`src/rtl/tank_pkg.sv`:
```
// ---------------------------------------------------------------------------
// tank_pkg
// Shared constants and the sequencer state type for the delay-line tank
// gate sequencer. Imported by tank_timing_ctr and tank_gate_seq.
//   DIGITS_PER_MINOR : digit pulses per minor cycle (one word time)
//   MINORS_PER_TANK  : word positions circulating in one tank
//   NUM_RACKS        : tank distribution units, one gate bit each
// ---------------------------------------------------------------------------
package tank_pkg;

  localparam int DIGITS_PER_MINOR = 18;
  localparam int MINORS_PER_TANK  = 16;
  localparam int NUM_RACKS        = 4;
  localparam int DIGIT_W          = 5;
  localparam int MINOR_W          = 4;

  typedef enum logic [1:0] {
    IDLE,
    WAIT,
    GATE,
    DONE
  } tank_state_e;

endpackage

```
`src/rtl/tank_timing_ctr.sv`:
```
// ---------------------------------------------------------------------------
// tank_timing_ctr
// Free-running digit/minor-cycle position counters.
// Ports:
//   clk       : digit-pulse clock
//   rst       : synchronous active-high reset, clears both counters
//   digit_cnt : digit position 0..17 within the current minor cycle
//   minor_cnt : minor-cycle position 0..15 within the tank
//   wrap      : high during digit 17, i.e. the last digit of a minor cycle
// ---------------------------------------------------------------------------
module tank_timing_ctr
  import tank_pkg::*;
(
  input  logic               clk,
  input  logic               rst,
  output logic [DIGIT_W-1:0] digit_cnt,
  output logic [MINOR_W-1:0] minor_cnt,
  output logic               wrap
);

  logic [DIGIT_W-1:0] digit_q, digit_d;
  logic [MINOR_W-1:0] minor_q, minor_d;

  assign wrap      = (digit_q == DIGIT_W'(DIGITS_PER_MINOR - 1));
  assign digit_cnt = digit_q;
  assign minor_cnt = minor_q;

  // Digit counter wraps after the last digit; the minor counter advances on
  // that same wrap and rolls 15 -> 0 on its own since it spans the tank.
  always_comb begin
    digit_d = digit_q + DIGIT_W'(1);
    minor_d = minor_q;
    if (wrap) begin
      digit_d = '0;
      minor_d = minor_q + MINOR_W'(1);
    end
  end

  // Counter registers with synchronous reset back to position zero.
  always_ff @(posedge clk) begin
    if (rst) begin
      digit_q <= '0;
      minor_q <= '0;
    end else begin
      digit_q <= digit_d;
      minor_q <= minor_d;
    end
  end

endmodule

```
`src/rtl/tank_gate_seq.sv`:
```
// ---------------------------------------------------------------------------
// tank_gate_seq
// Accepts one tank transfer request at a time, waits for the requested word
// position to come round, and opens exactly one in/out gate for one minor
// cycle (or two with long words), then pulses done.
// Ports:
//   clk, rst                  : clock, synchronous active-high reset
//   req_valid / req_ready     : request handshake (ready only when idle)
//   req_tank                  : [4:3] rack, [2] half (1=up), [1] f8, [0] f7
//   req_pos                   : target minor-cycle word position
//   req_write                 : 1 = in gate (store), 0 = out gate (read)
//   req_long                  : long-word transfer (macro build only)
//   rack_{down,up}_{in,out}   : one-hot per-rack gate vectors
//   f7_pos, f8_pos            : latched tank address bits while busy
//   done                      : one-cycle pulse after the gate closes
//   digit_cnt, minor_cnt      : current timing position
// Build option: define TANK_LONG_WORD_EN to honour req_long (pos[0] cleared,
// gate held for two consecutive minor cycles). Otherwise req_long is ignored.
// ---------------------------------------------------------------------------
module tank_gate_seq
  import tank_pkg::*;
(
  input  logic                 clk,
  input  logic                 rst,
  input  logic                 req_valid,
  output logic                 req_ready,
  input  logic [4:0]           req_tank,
  input  logic [MINOR_W-1:0]   req_pos,
  input  logic                 req_write,
  input  logic                 req_long,
  output logic [NUM_RACKS-1:0] rack_down_in,
  output logic [NUM_RACKS-1:0] rack_up_in,
  output logic [NUM_RACKS-1:0] rack_down_out,
  output logic [NUM_RACKS-1:0] rack_up_out,
  output logic                 f7_pos,
  output logic                 f8_pos,
  output logic                 done,
  output logic [DIGIT_W-1:0]   digit_cnt,
  output logic [MINOR_W-1:0]   minor_cnt
);

  tank_state_e        state_q, state_d;
  logic [4:0]         tank_q, tank_d;
  logic [MINOR_W-1:0] pos_q, pos_d;
  logic               write_q, write_d;
  logic               long_q, long_d;
  logic               second_q, second_d;

  logic               wrap;
  logic [MINOR_W-1:0] nextMinor;
  logic [MINOR_W-1:0] effPos;
  logic               longIn;
  logic [NUM_RACKS-1:0] rackHot;

  tank_timing_ctr u_timing (
    .clk       (clk),
    .rst       (rst),
    .digit_cnt (digit_cnt),
    .minor_cnt (minor_cnt),
    .wrap      (wrap)
  );

  assign nextMinor = minor_cnt + MINOR_W'(1);

  // Long words occupy an even/odd pair of minor cycles, so the start
  // position is forced even and the gate is held through both.
`ifdef TANK_LONG_WORD_EN
  assign longIn = req_long;
  assign effPos = req_long ? {req_pos[MINOR_W-1:1], 1'b0} : req_pos;
`else
  logic unusedLong;
  assign unusedLong = req_long;
  assign longIn     = 1'b0;
  assign effPos     = req_pos;
`endif

  // Next-state logic. The gate opens on the edge after digit 17 of the minor
  // cycle preceding the target, so a request accepted exactly on that digit
  // goes straight to GATE instead of waiting a full tank revolution.
  always_comb begin
    state_d  = state_q;
    tank_d   = tank_q;
    pos_d    = pos_q;
    write_d  = write_q;
    long_d   = long_q;
    second_d = second_q;
    case (state_q)
      IDLE: begin
        if (req_valid) begin
          tank_d   = req_tank;
          pos_d    = effPos;
          write_d  = req_write;
          long_d   = longIn;
          second_d = 1'b0;
          state_d  = (wrap && (nextMinor == effPos)) ? GATE : WAIT;
        end
      end
      WAIT: begin
        if (wrap && (nextMinor == pos_q)) begin
          second_d = 1'b0;
          state_d  = GATE;
        end
      end
      GATE: begin
        if (wrap) begin
          if (long_q && !second_q) begin
            second_d = 1'b1;
          end else begin
            state_d = DONE;
          end
        end
      end
      DONE: begin
        state_d = IDLE;
      end
      default: begin
        state_d = IDLE;
      end
    endcase
  end

  // Decoded outputs are functions of registered state only, so a reset edge
  // drops every gate and status output immediately.
  always_comb begin
    rackHot       = NUM_RACKS'(1) << tank_q[4:3];
    rack_down_in  = '0;
    rack_up_in    = '0;
    rack_down_out = '0;
    rack_up_out   = '0;
    req_ready     = (state_q == IDLE);
    done          = (state_q == DONE);
    f7_pos        = 1'b0;
    f8_pos        = 1'b0;
    if (state_q != IDLE) begin
      f7_pos = tank_q[0];
      f8_pos = tank_q[1];
    end
    if (state_q == GATE) begin
      case ({write_q, tank_q[2]})
        2'b11:   rack_up_in    = rackHot;
        2'b10:   rack_down_in  = rackHot;
        2'b01:   rack_up_out   = rackHot;
        default: rack_down_out = rackHot;
      endcase
    end
  end

  // State and latched request registers.
  always_ff @(posedge clk) begin
    if (rst) begin
      state_q  <= IDLE;
      tank_q   <= '0;
      pos_q    <= '0;
      write_q  <= 1'b0;
      long_q   <= 1'b0;
      second_q <= 1'b0;
    end else begin
      state_q  <= state_d;
      tank_q   <= tank_d;
      pos_q    <= pos_d;
      write_q  <= write_d;
      long_q   <= long_d;
      second_q <= second_d;
    end
  end

endmodule

```
`config.mk`:
```
export PLATFORM = sky130hd
export DESIGN_NAME = tank_gate_seq
export DESIGN_NICKNAME = d
export VERILOG_FILES = /design/src/rtl/tank_pkg.sv /design/src/rtl/tank_timing_ctr.sv /design/src/rtl/tank_gate_seq.sv
export SDC_FILE = /design/constraint.sdc
export NUM_CORES = 1
export LEC_CHECK = 0
export BUFFER_PORTS_ARGS = -buffer_cell sky130_fd_sc_hd__buf_2
export CORE_MARGIN = 3
export CORE_UTILIZATION = 49
export DETAILED_ROUTE_END_ITERATION = 16
export PLACE_DENSITY = 0.79
export SYNTH_ARGS = -nofsm -noshare
export SYNTH_HDL_FRONTEND = slang
export SYNTH_SLANG_ARGS = --single-unit
```
`constraint.sdc`:
```
create_clock -name clk -period 2.3 [get_ports clk]
set_clock_uncertainty 0.2 [all_clocks]
set_input_delay 0.46 -clock clk [delete_from_list [all_inputs] [get_ports clk]]
set_output_delay 0.46 -clock clk [all_outputs]
set_load 0.005 [all_outputs]
```
; After elaboration in Yosys (flattened, before gate mapping)
; Index checks and enable logic that the tools add are counted.
[totals]
wordCells = 44
in_bits = 14
output_inout_bits = 29
regBits = 21
[classes]
shifts = 1
mux = 15
reduce_logical = 8
eq_ne = 12
n_addsub = 2
[op_table]
columns = op, count
row1 = 4-bit 2-to-1 mux, 8
row2 = 2-bit == test (second input constant), 4
row3 = 4-bit == test, 2
row4 = 2-bit 2-to-1 mux, 4
row5 = 2-bit case mux with 4 select lines, 1
row6 = 2-bit inequality test (second input constant), 3
row7 = 5-bit by 1-bit adder with 5-bit output (second input constant), 1
row8 = 5-bit == test (second input constant), 1
row9 = 4-bit by 1-bit adder with 4-bit output (second input constant), 1
row10 = 2-bit by 1-bit == test with 1-bit output (second input constant), 2
row11 = 1-bit by 2-bit left shift with 4-bit output (first input constant), 1
row12 = 3-bit AND reduction, 1
row13 = 3-bit OR reduction, 1
row14 = 1-bit logical AND, 2
row15 = 2-bit zero test, 1
row16 = 1-bit 2-to-1 mux, 2
row17 = 2-bit AND reduction, 1
row18 = 2-bit nonzero test, 1
row19 = 2-bit OR reduction, 1

; Longest topological paths before layout
; Gate-level depths: netlist of run 1.
[depth]
ltp_word = 6
ltp_mapped = 8

; Hierarchy
; Synthesis of run 1 repeated with hierarchy kept, for this count alone.
[hier_totals]
hier_cells = 144
area_unflattened_um2 = 1222.4
[by_module_without_submodules]
columns = module, instances, seq_area_each_um2, area_per_inst_um2, cells_each
row1 = tank_gate_seq, 1, 240.2, 823.3, 104
row2 = tank_timing_ctr, 1, 180.2, 399.1, 40

; Worst setup path after synthesis of run 1
; Ideal clock, no wire load.
[synth_timing]
kind = register to register
from = register u_timing.digit_q[0] (netlist: u_timing.digit_cnt[0])
to = register state_q[0]
slack_ns = 0.396
path_stages_with_launch = 8
required_ns = 1.978
setup_time_ns = 0.122
synth_period_minus_slack_ns = 1.904
arrival_ns = 1.583
path_cell_list = dfxtp_1 -> ha_1 -> nor4bb_1 -> buf_4 -> nand4_4 -> o32a_1 -> nand3_1 -> a21oi_1
[synth_via]
elab_chain_cells = 5
[synth_lines]
columns = element, line
row1 = from (decl), tank_timing_ctr.sv:21  ; logic [DIGIT_W-1:0] digit_q, digit_d;
row2 = from (signal assigned), tank_timing_ctr.sv:45  ; digit_q <= digit_d;
row3 = 5-bit == test (*), tank_timing_ctr.sv:24  ; assign wrap = (digit_q == DIGIT_W'(DIGITS_PER_MINOR - 1));
row4 = 1-bit logical AND, tank_gate_seq.sv:95  ; state_d = (wrap && (nextMinor == effPos)) ? GATE : WAIT;
row5 = 2-bit 2-to-1 mux, tank_gate_seq.sv:95
row6 = 2-bit 2-to-1 mux, tank_gate_seq.sv:89  ; if (req_valid) begin
row7 = 2-bit case mux with 4 select lines, tank_gate_seq.sv:87  ; case (state_q)
row8 = to (signal assigned), tank_gate_seq.sv:158  ; state_q <= state_d;
row9 = to (decl), tank_gate_seq.sv:42  ; tank_state_e state_q, state_d;
; Mark *: on every way between the ends. The rest lies on a longest branch, timed or not. The select of a mux whose other input is x is not followed.
; A chain may end at the register's enable or synchronous reset.

; Worst setup path after layout of run 1
[layout_timing]
from = register state_q[0]
to = output rack_down_out[0]
[layout_via]
elab_chain_cells = 2
[layout_lines]
columns = element, line
row1 = 2-bit == test, tank_gate_seq.sv:138  ; if (state_q == GATE) begin
row2 = 4-bit 2-to-1 mux, tank_gate_seq.sv:138
row3 = to (decl), tank_gate_seq.sv:33  ; output logic [NUM_RACKS-1:0] rack_down_out,
; Every way passes these cells.

==> impl.org, run 1 <==
** Run status
- Outcome :: finished, final reports clean

** Layout
- The count of cells in the finished layout, fillers not included, comes to 216.
- Layout overhead on the synthesized area :: 21.5%
- Ant. Diodes :: 0
- In the final layout, the share of cells above drive strength 1 is 0.303.
- For this run, the post-layout net count is 210.

** Die
- Total die area :: 3110 µm²
- In this run the horizontal extent of the chip is 55.7 µm.
- Pin placement for this block handled 43 I/O pins.
- After floorplanning, the core was divided into 17 placement rows.
- The die is 55.7 µm tall.
- The core region is 2280 µm².
- The initial utilization of the core area, before any placement, comes to 0.533.

** Timing
- Based on the critical path, the design can be clocked at up to 0.449 GHz.
- Worst Hold Margin :: 0.183 ns
- Of the available clock period, the critical path in the final layout requires 0.968.
- RSZ-0062 raised after global routing :: yes
- Number of max-slew violations in the final report :: 0
- Worst Tran Pin Value :: 0.379 ns
- Max-slew headroom at the worst pin :: 0.748
- After layout, the minimum clock period comes to 2.23 ns.
- The hold violation total from the final report was 0.
- Setup violators final :: 0

** CTS
- Root Buffer Master :: clkbuf_4
- Post-CTS setup buffer count :: 0
- Clock-pin slew was measured on the worst setup and hold paths at 0.11 ns.
- Clock net sink count :: 21
- Insertion delay of the later-clocked pin in the worst-skew pair :: 0.30 ns
- Cts hold-fix bufs :: 0
- Htree depth :: 1
- Clock tree from TritonCTS :: built
- CTS Buf Count :: 3
- Counting along the longest clock path gives a buffer depth of 2.

** Logic synthesis
- In the synthesized netlist the dominant register cell turns out to be dfxtp_1.
- Sequential share of the synthesized area :: 0.347
- In this run the mean area of a mapped cell was 8.25 µm².
- By count the netlist is led by 25 x nand2_1, 21 x dfxtp_1, 17 x nor2_1, 16 x a21oi_1, 10 x xnor2_1.
- Area share of the largest cell type after synthesis :: 0.347
- Number of synthesized flops with an enable pin :: 0
- After synthesis the netlist holds a flip-flop and latch count of 21.
- In this run, distinct cell masters in the synthesized netlist total 34.
- The Yosys step of the flow raised 0 warnings.
- In the post-synthesis netlist, the cell with the most instances is nand2_1.
- Syn Inst Count :: 147
- Largest cells by area after synthesis :: dfxtp_1 35%, nand2_1 7.7%, ha_1 7.2%
- Async set-reset flop share out of synthesis :: 0
- Post-synthesis cell type with the largest combined area :: dfxtp_1
- Post-Syn Area :: 1210 µm²
- Synth Net Count :: 168

** Power
- Leakage power figure :: 0.653 nW
- Dividing total power by cell area gives a power density of 751 nW/µm².
- VDD IR-drop max :: 0.000441 V

** Route
- Post-DR vias/cell :: 5.39
- For this run, design rule violations remaining after detail routing come to 0.
- Iteration count of the initial detailed-routing pass :: 4
- In this run the remaining antenna-violating nets after routing total 0.
- Summed over all layers, the routed wires come to 2620 µm.
- Routed vias :: 1164
- In this run, the number of DRC markers left after iteration 0 of detailed routing was 40.
- In the final routed layout, each cell accounts on average for 12.1 µm.

** Critical path
- The worst setup path is launched from a register.
- Cells along the critical path :: inv_2, ha_4, or3b_4, nor3_2, buf_2
- Together, buffers and inverters on the worst path number 2.
- For the worst setup path, the data required time is 1.64 ns.
- Category of the critical setup timing path :: reg -> out
- At the worst endpoint, the arrival time is 1.57 ns.
- For this design, the slowest cell found on the critical path is or3b_4.
- In this run the worst path has a maximum fanout of 6.
- In this design, the stage delay of the slowest critical-path cell is 0.41 ns.
- Top Family by Delay on Critical Path :: simple AND/OR/NAND/NOR gates
- The worst setup path is captured at an output pin.

** Flow run
- Max-cap violations in this run came to 0.

** Placement
- Input and output buffers added on the ports amount to 41.
- DPL Wire Length :: 2050 µm
- Placed cell count :: 212
- Final RePlAce weighted congestion :: 0.910

** Global route
- Maximum number of pins on one net before global-route repair :: 22
- Grt total ovfl :: 0
- Via count of the first global-routing pass :: 1176
- Global-route total usage across every layer :: 0.179
- Wire length of the first global-routing pass :: 4600 µm
- Antenna violations before repair :: 0

** Hold path
- In this run the worst hold path is classified as in -> reg.
-- final timing paths --
kind              slack, ns  cells past startpoint                             start                       to
setup / recovery       0.07                      5           state_q[0]$_SDFFE_PP0P_         rack_down_out[0]
hold / removal         0.18                      3                       req_tank[2]   tank_q[2]$_SDFFE_PP0P_
setup reg to reg       0.25                      7  u_timing.digit_cnt[0]$_SDFF_PP0_  state_q[0]$_SDFFE_PP0P_
hold reg to reg        0.26                      2            tank_q[0]$_SDFFE_PP0P_   tank_q[0]$_SDFFE_PP0P_
-- per-stage QoR --
stage	cell area (µm²)	power (W)	worst slack (ns)	utilization	setup TNS, ns
2_1_floorplan	1210	0.000814	0.396	-	0
3_3_place_gp	1420	0.000882	0.298	0.626	0
3_5_place_dp	1420	0.000905	0.237	0.626	0
4_1_cts	1470	0.00110	0.0124	0.644	0
5_1_grt	1470	0.00119	-0.000775	0.647	-0.000775
6_report	1470	0.00111	0.0726	0.647	0
-- layout by cell type, fill, tap and decap left out, types with 2 or more instances in the layout --
master    synthesis  routed
dfxtp_1          21      19
a21oi_1          16      16
nor3_1            8       7
clkbuf_4          0       3
nand2b_1          3       3
dfxtp_2           0       2
nor3_2            1       2
inv_1             5       4
xor2_1            4       4
nor2b_1           2       2
ha_1              7       6
nor2_1           17      17
xnor2_1          10      10
buf_2             0      41
nand2_1          25      25
nand3_1           4       4
buf_4             1       2
nand3b_1          2       2
-- routing by layer --
layer / part of all wire / wire (µm) / track usage / vias to the layer above
met3: 0.064 / 169 / 0.0232 / 9
met5: 0 / 0 / 0 / -
li1: - / - / - / 577
met4: 0.021 / 55 / 0.0868 / 0
met1: 0.41 / 1070 / 0.189 / 537
met2: 0.51 / 1330 / 0.341 / 41
-- flip-flops by register name (all words and copies together) (netlist names) --
signal / cells
tank_q: 5
state_q: 2
u_timing.minor_cnt: 4
u_timing.digit_cnt: 5
pos_q: 4
write_q: 1
-- report_power, final --
| part | total [W] | switching (W) | internal, W |
|---|---|---|---|
| Sequential | 0.000472 | 0.0000545 | 0.000417 |
| Combinational | 0.000461 | 0.000261 | 0.000200 |
| Clock | 0.000174 | 0.000106 | 0.0000677 |
| Total | 0.00111 | 0.000422 | 0.000685 |
-- worst reg2reg max path, delay by kind of cell, from the launching register on --
family,cells,cell delay [ns]
simple gates,3,0.46
compound gates,2,0.43
flops,1,0.41
buf+inv,1,0.22
fa+ha+maj,1,0.21
-- cell families (layout without fill, tap and decap cells) --
family / Yosys count / in the layout / synth area share
xor gates and xnor gates: 16 / 16 / 0.128
AOI/OAI and AO/OA: 23 / 23 / 0.115
and+or+nand+nor: 69 / 69 / 0.287
buffers and inverters: 11 / 52 / 0.0516
adders and majority gates: 7 / 7 / 0.0722
DFF: 21 / 21 / 0.347
-- repair_timing --
item                       CTS  global route
cloned                       0             0
resized for setup            4             3
setup endpoints to repair    4             4
pin swaps                    0             0
-- final cells by class --
class	instances	area [µm²]
clock buffer	4	26.3
multi-input combinational	115	749
inverter	5	18.8
tap	28	35.0
timing repair buffer	43	220
sequential	21	423
fill	209	803
Note: power is estimated with default switching activity, not from simulation.
==> run 2: changes to the inputs <==
==> constraint.sdc (replaced) <==
create_clock -name clk -period 2.3 [get_ports clk]
set_clock_uncertainty 0.2 [all_clocks]
set_input_delay 0.23 -clock clk [delete_from_list [all_inputs] [get_ports clk]]
set_output_delay 0.23 -clock clk [all_outputs]
set_load 0.005 [all_outputs]
==> run 2 against run 1 <==
Critical path depth unchanged. Design area is 5.3% higher. Cell count is 4.6% higher. First-iteration DRC count is 10% higher. Clock power about the same. Sequential share of layout area down 1.6 points. Die area unchanged. Worst setup slack gained 0.068 ns. Critical endpoint unchanged. Largest power group unchanged.
==> impl.org, run 2 (synthesized netlist as in run 1, its figures left out) <==
** CTS
- Post-CTS setup buffer count :: 0 (unchanged)
- Clock transition at the register clock pins on the worst setup and hold paths after CTS :: 0.11 ns (about the same)
- Resized Gates After CTS :: 0 (-4)
- Clock net sink count :: 21 (unchanged)
- The maximum count of clock buffers along a single path is 2 (unchanged).
- Clock tree from TritonCTS :: built
- CTS Buf Count :: 3 (unchanged)
- The source-to-sink clock delay at the later pin of the worst-skew pair was 0.30 ns (about the same).
- In this run the clock root is driven by a clkbuf_4.
- Htree depth :: 1 (unchanged)
- Cts hold-fix bufs :: 10 (+10)

** Critical path
- The peak per-stage delay on the critical path is 0.44 ns (+0.03 ns).
- R2r worst-path depth :: 7 (unchanged)
- Crit path arrival time :: 1.73 ns (+0.16 ns)
- Slack of the worst reg-to-reg path :: 0.21 ns (-0.04 ns)
- The critical path in this run is classified as reg -> out.
- Cell with the largest stage delay on the worst path :: or3b_1
- The critical path required time is 1.87 ns (+0.23 ns).
- Kind of capture point of the worst setup path :: output pin
- The maximum net fanout on the critical path is 6 (unchanged).
- Startpoint types :: register
- The endpoint identified for the worst register-to-register timing path is state_q[0]$_SDFFE_PP0P_.
- Source of the worst register-to-register timing path :: u_timing.digit_cnt[0]$_SDFF_PP0_
- Cells along the critical path :: inv_1, ha_1, or3b_1, nor3_1, buf_2

** Timing
- The final setup violation count was 0 (unchanged).
- The share of the clock period used by the worst path after layout came to 0.939 (-0.0294).
- Final sum of negative setup slack :: 0 ns (unchanged)
- The hold violation total from the final report came to 0 (unchanged).
- Worst Tran Pin Value :: 0.394 ns (+0.0154 ns)
- RSZ-0062 raised after global routing :: no
- The maximum achievable frequency was 0.463 GHz (+3.1%).
- The worst slack on hold paths came to 0.116 ns (-0.0668 ns).
- Minimum setup slack in the final design :: 0.140 ns (+0.0676 ns)
- The final count of pins violating max slew was 0 (unchanged).
- Crit path time final :: 2.16 ns (-0.0676 ns)
- Max-slew headroom at the worst pin :: 0.737 (-0.0102)

** Power
- Part of the total power dissipated in combinational logic :: 0.414 (-0.002)
- Power per cell area :: 702 nW/µm² (-6.5%)
- Reg power frac :: 0.425 (-0.002)
- The proportion of total power due to net switching came to 0.380 (-0.00127).
- VDD IR-drop max :: 0.000445 V (+0.77%)
- The clock network fraction of design power came to 0.161 (+0.004).
- The design internal power was 0.000675 W (-1.4%).
- The leakage power came to 0.688 nW (+5.4%).
- The net switching power of the design was 0.000413 W (-1.9%).

** Die
- The I/O pin count is 43 (unchanged).
- Num rows :: 17 (unchanged)
- The standard cell core area came to 2280 µm² (unchanged).
- The die outline width came to 55.7 µm (unchanged).
- The full die area was 3110 µm² (unchanged).
- Die Span Y :: 55.7 µm (unchanged)
- The initial core utilization was 0.533 (unchanged).

** Layout
- Commonest cells after routing, fill and taps aside :: 41 x buf_2, 25 x nand2_1, 21 x dfxtp_1, 17 x nor2_1, 16 x a21oi_1
- Layout cells sized above 1 :: 0.258 (-0.0456)
- Leaving out fill and tap cells, the most frequent cell in the layout is buf_2.
- Relative to the synthesized area, the layout overhead comes to 27.9%.
- Ant. Diodes :: 0 (unchanged)
- Post-layout nets :: 220 (+4.8%)

** Global route
- The layer flagged by global routing as most heavily used is met2.
- Via count of the first global-routing pass :: 1148 (-2.4%)
- Maximum number of pins on one net before global-route repair :: 22 (unchanged)
- The met1 demand-to-capacity share in global routing came to 0.209 (+0.0193).
- The met2 routing resource usage after global routing is 0.355 (+0.0135).
- Grt total ovfl :: 0 (unchanged)
- Met3 global-route usage :: 0.0371 (+0.0139)
- Antenna violations before repair :: 0 (unchanged)
- The total track usage was 0.190 (+0.0114).
- Wire length of the first global-routing pass :: 4850 µm (+5.4%)

** Hold path
- Hold path startpoint :: rst
- The min-delay analysis places its worst path in the category in -> reg.
- Hold EP :: u_timing.digit_cnt[3]$_SDFF_PP0_
- Worst Hold Path Cells :: 2 (-1)

** Route
- The total number of vias came to 1174 (+0.86%).
- The detailed-route wire length per cell came to 12.4 µm (+2.1%).
- Post-DR vias/cell :: 5.19 (-3.6%)
- Drt initial violations :: 44 (+10%)
- Final routed DRC violation total :: 0 (unchanged)
- The number of optimization iterations in the first detailed-route pass is 4 (unchanged).
- Residual antenna-violating net count after detailed routing :: 0 (unchanged)
- The wire length after detailed routing is 2800 µm (+6.8%).

** Placement
- The final weighted congestion in routability-driven placement came to 0.920 (+1.1%).
- Post-placement worst setup slack :: 0.210 ns (-0.0279 ns)
- Number of buffer cells added on primary ports :: 41 (unchanged)
- The post-DP HPWL was 2080 µm (+1.7%).

** Run status
- The run finished with clean final reports.

** Flow run
- MaxCap Viol Count :: 0 (unchanged)
run 2: changes by cell type in the layout (fill, tap and decap cells not counted):
| cell | change |
|---|---|
| dlygate4sd3_1 | +10 |
| dfxtp_1 | +2 |
| dfxtp_2 | -2 |
| ha_1 | +1 |
| ha_4 | -1 |
| inv_1 | +1 |
| inv_2 | -1 |
| nor3_1 | +1 |
| nor3_2 | -1 |
| or3b_1 | +1 |
| or3b_4 | -1 |
run 2: metrics by stage:
stage                     utilization  total power (W)  cell area (µm²)  std cells
after CTS                       0.681          0.00109             1550        226
after floorplan                     -         0.000814             1210        147
after detailed placement        0.626         0.000902             1420        212
final                           0.681          0.00109             1550        226
after global placement          0.626         0.000881             1420        212
after global routing            0.681          0.00117             1550        226
run 2: worst max path at each step:
stage                                           startpoint                       to
after global routing               state_q[0]$_SDFFE_PP0P_         rack_down_out[0]
after detailed placement  u_timing.digit_cnt[0]$_SDFF_PP0_  state_q[0]$_SDFFE_PP0P_
after global placement    u_timing.digit_cnt[0]$_SDFF_PP0_  state_q[0]$_SDFFE_PP0P_
after CTS                          state_q[0]$_SDFFE_PP0P_         rack_down_out[0]
final                              state_q[0]$_SDFFE_PP0P_         rack_down_out[0]
after floorplan           u_timing.digit_cnt[0]$_SDFF_PP0_  state_q[0]$_SDFFE_PP0P_
run 2: worst max-delay path: cells and delay by family, from the launching register on:
kind	cells	cell delay, ns
buffers and inverters	2	0.22
AND/OR/NAND/NOR	2	0.59
flip-flops	1	0.36
adder cells (fa/ha/maj)	1	0.25
run 2: cell type report:
cell class / count / area, µm²
inverters: 5 / 18.8
repair buffers: 53 / 320
multi-input cells: 115 / 729
fillers: 186 / 726
well taps: 28 / 35.0
clock buffers: 4 / 26.3
flip-flops and latches: 21 / 420
run 2: per-layer routing:
metal  share of wire  routed length, µm
met3           0.055                154
met4          0.0075                 21
met1            0.43               1220
met2            0.50               1410
met5               0                  0
run 2: power by group through the flow:
stage	sequential [W]	combinational, W	clock [W]
2_1_floorplan	0.000457	0.000357	0
3_3_place_gp	0.000467	0.000414	0
3_5_place_dp	0.000471	0.000432	0
4_1_cts	0.000462	0.000449	0.000183
5_1_grt	0.000472	0.000500	0.000200
6_report	0.000462	0.000451	0.000176
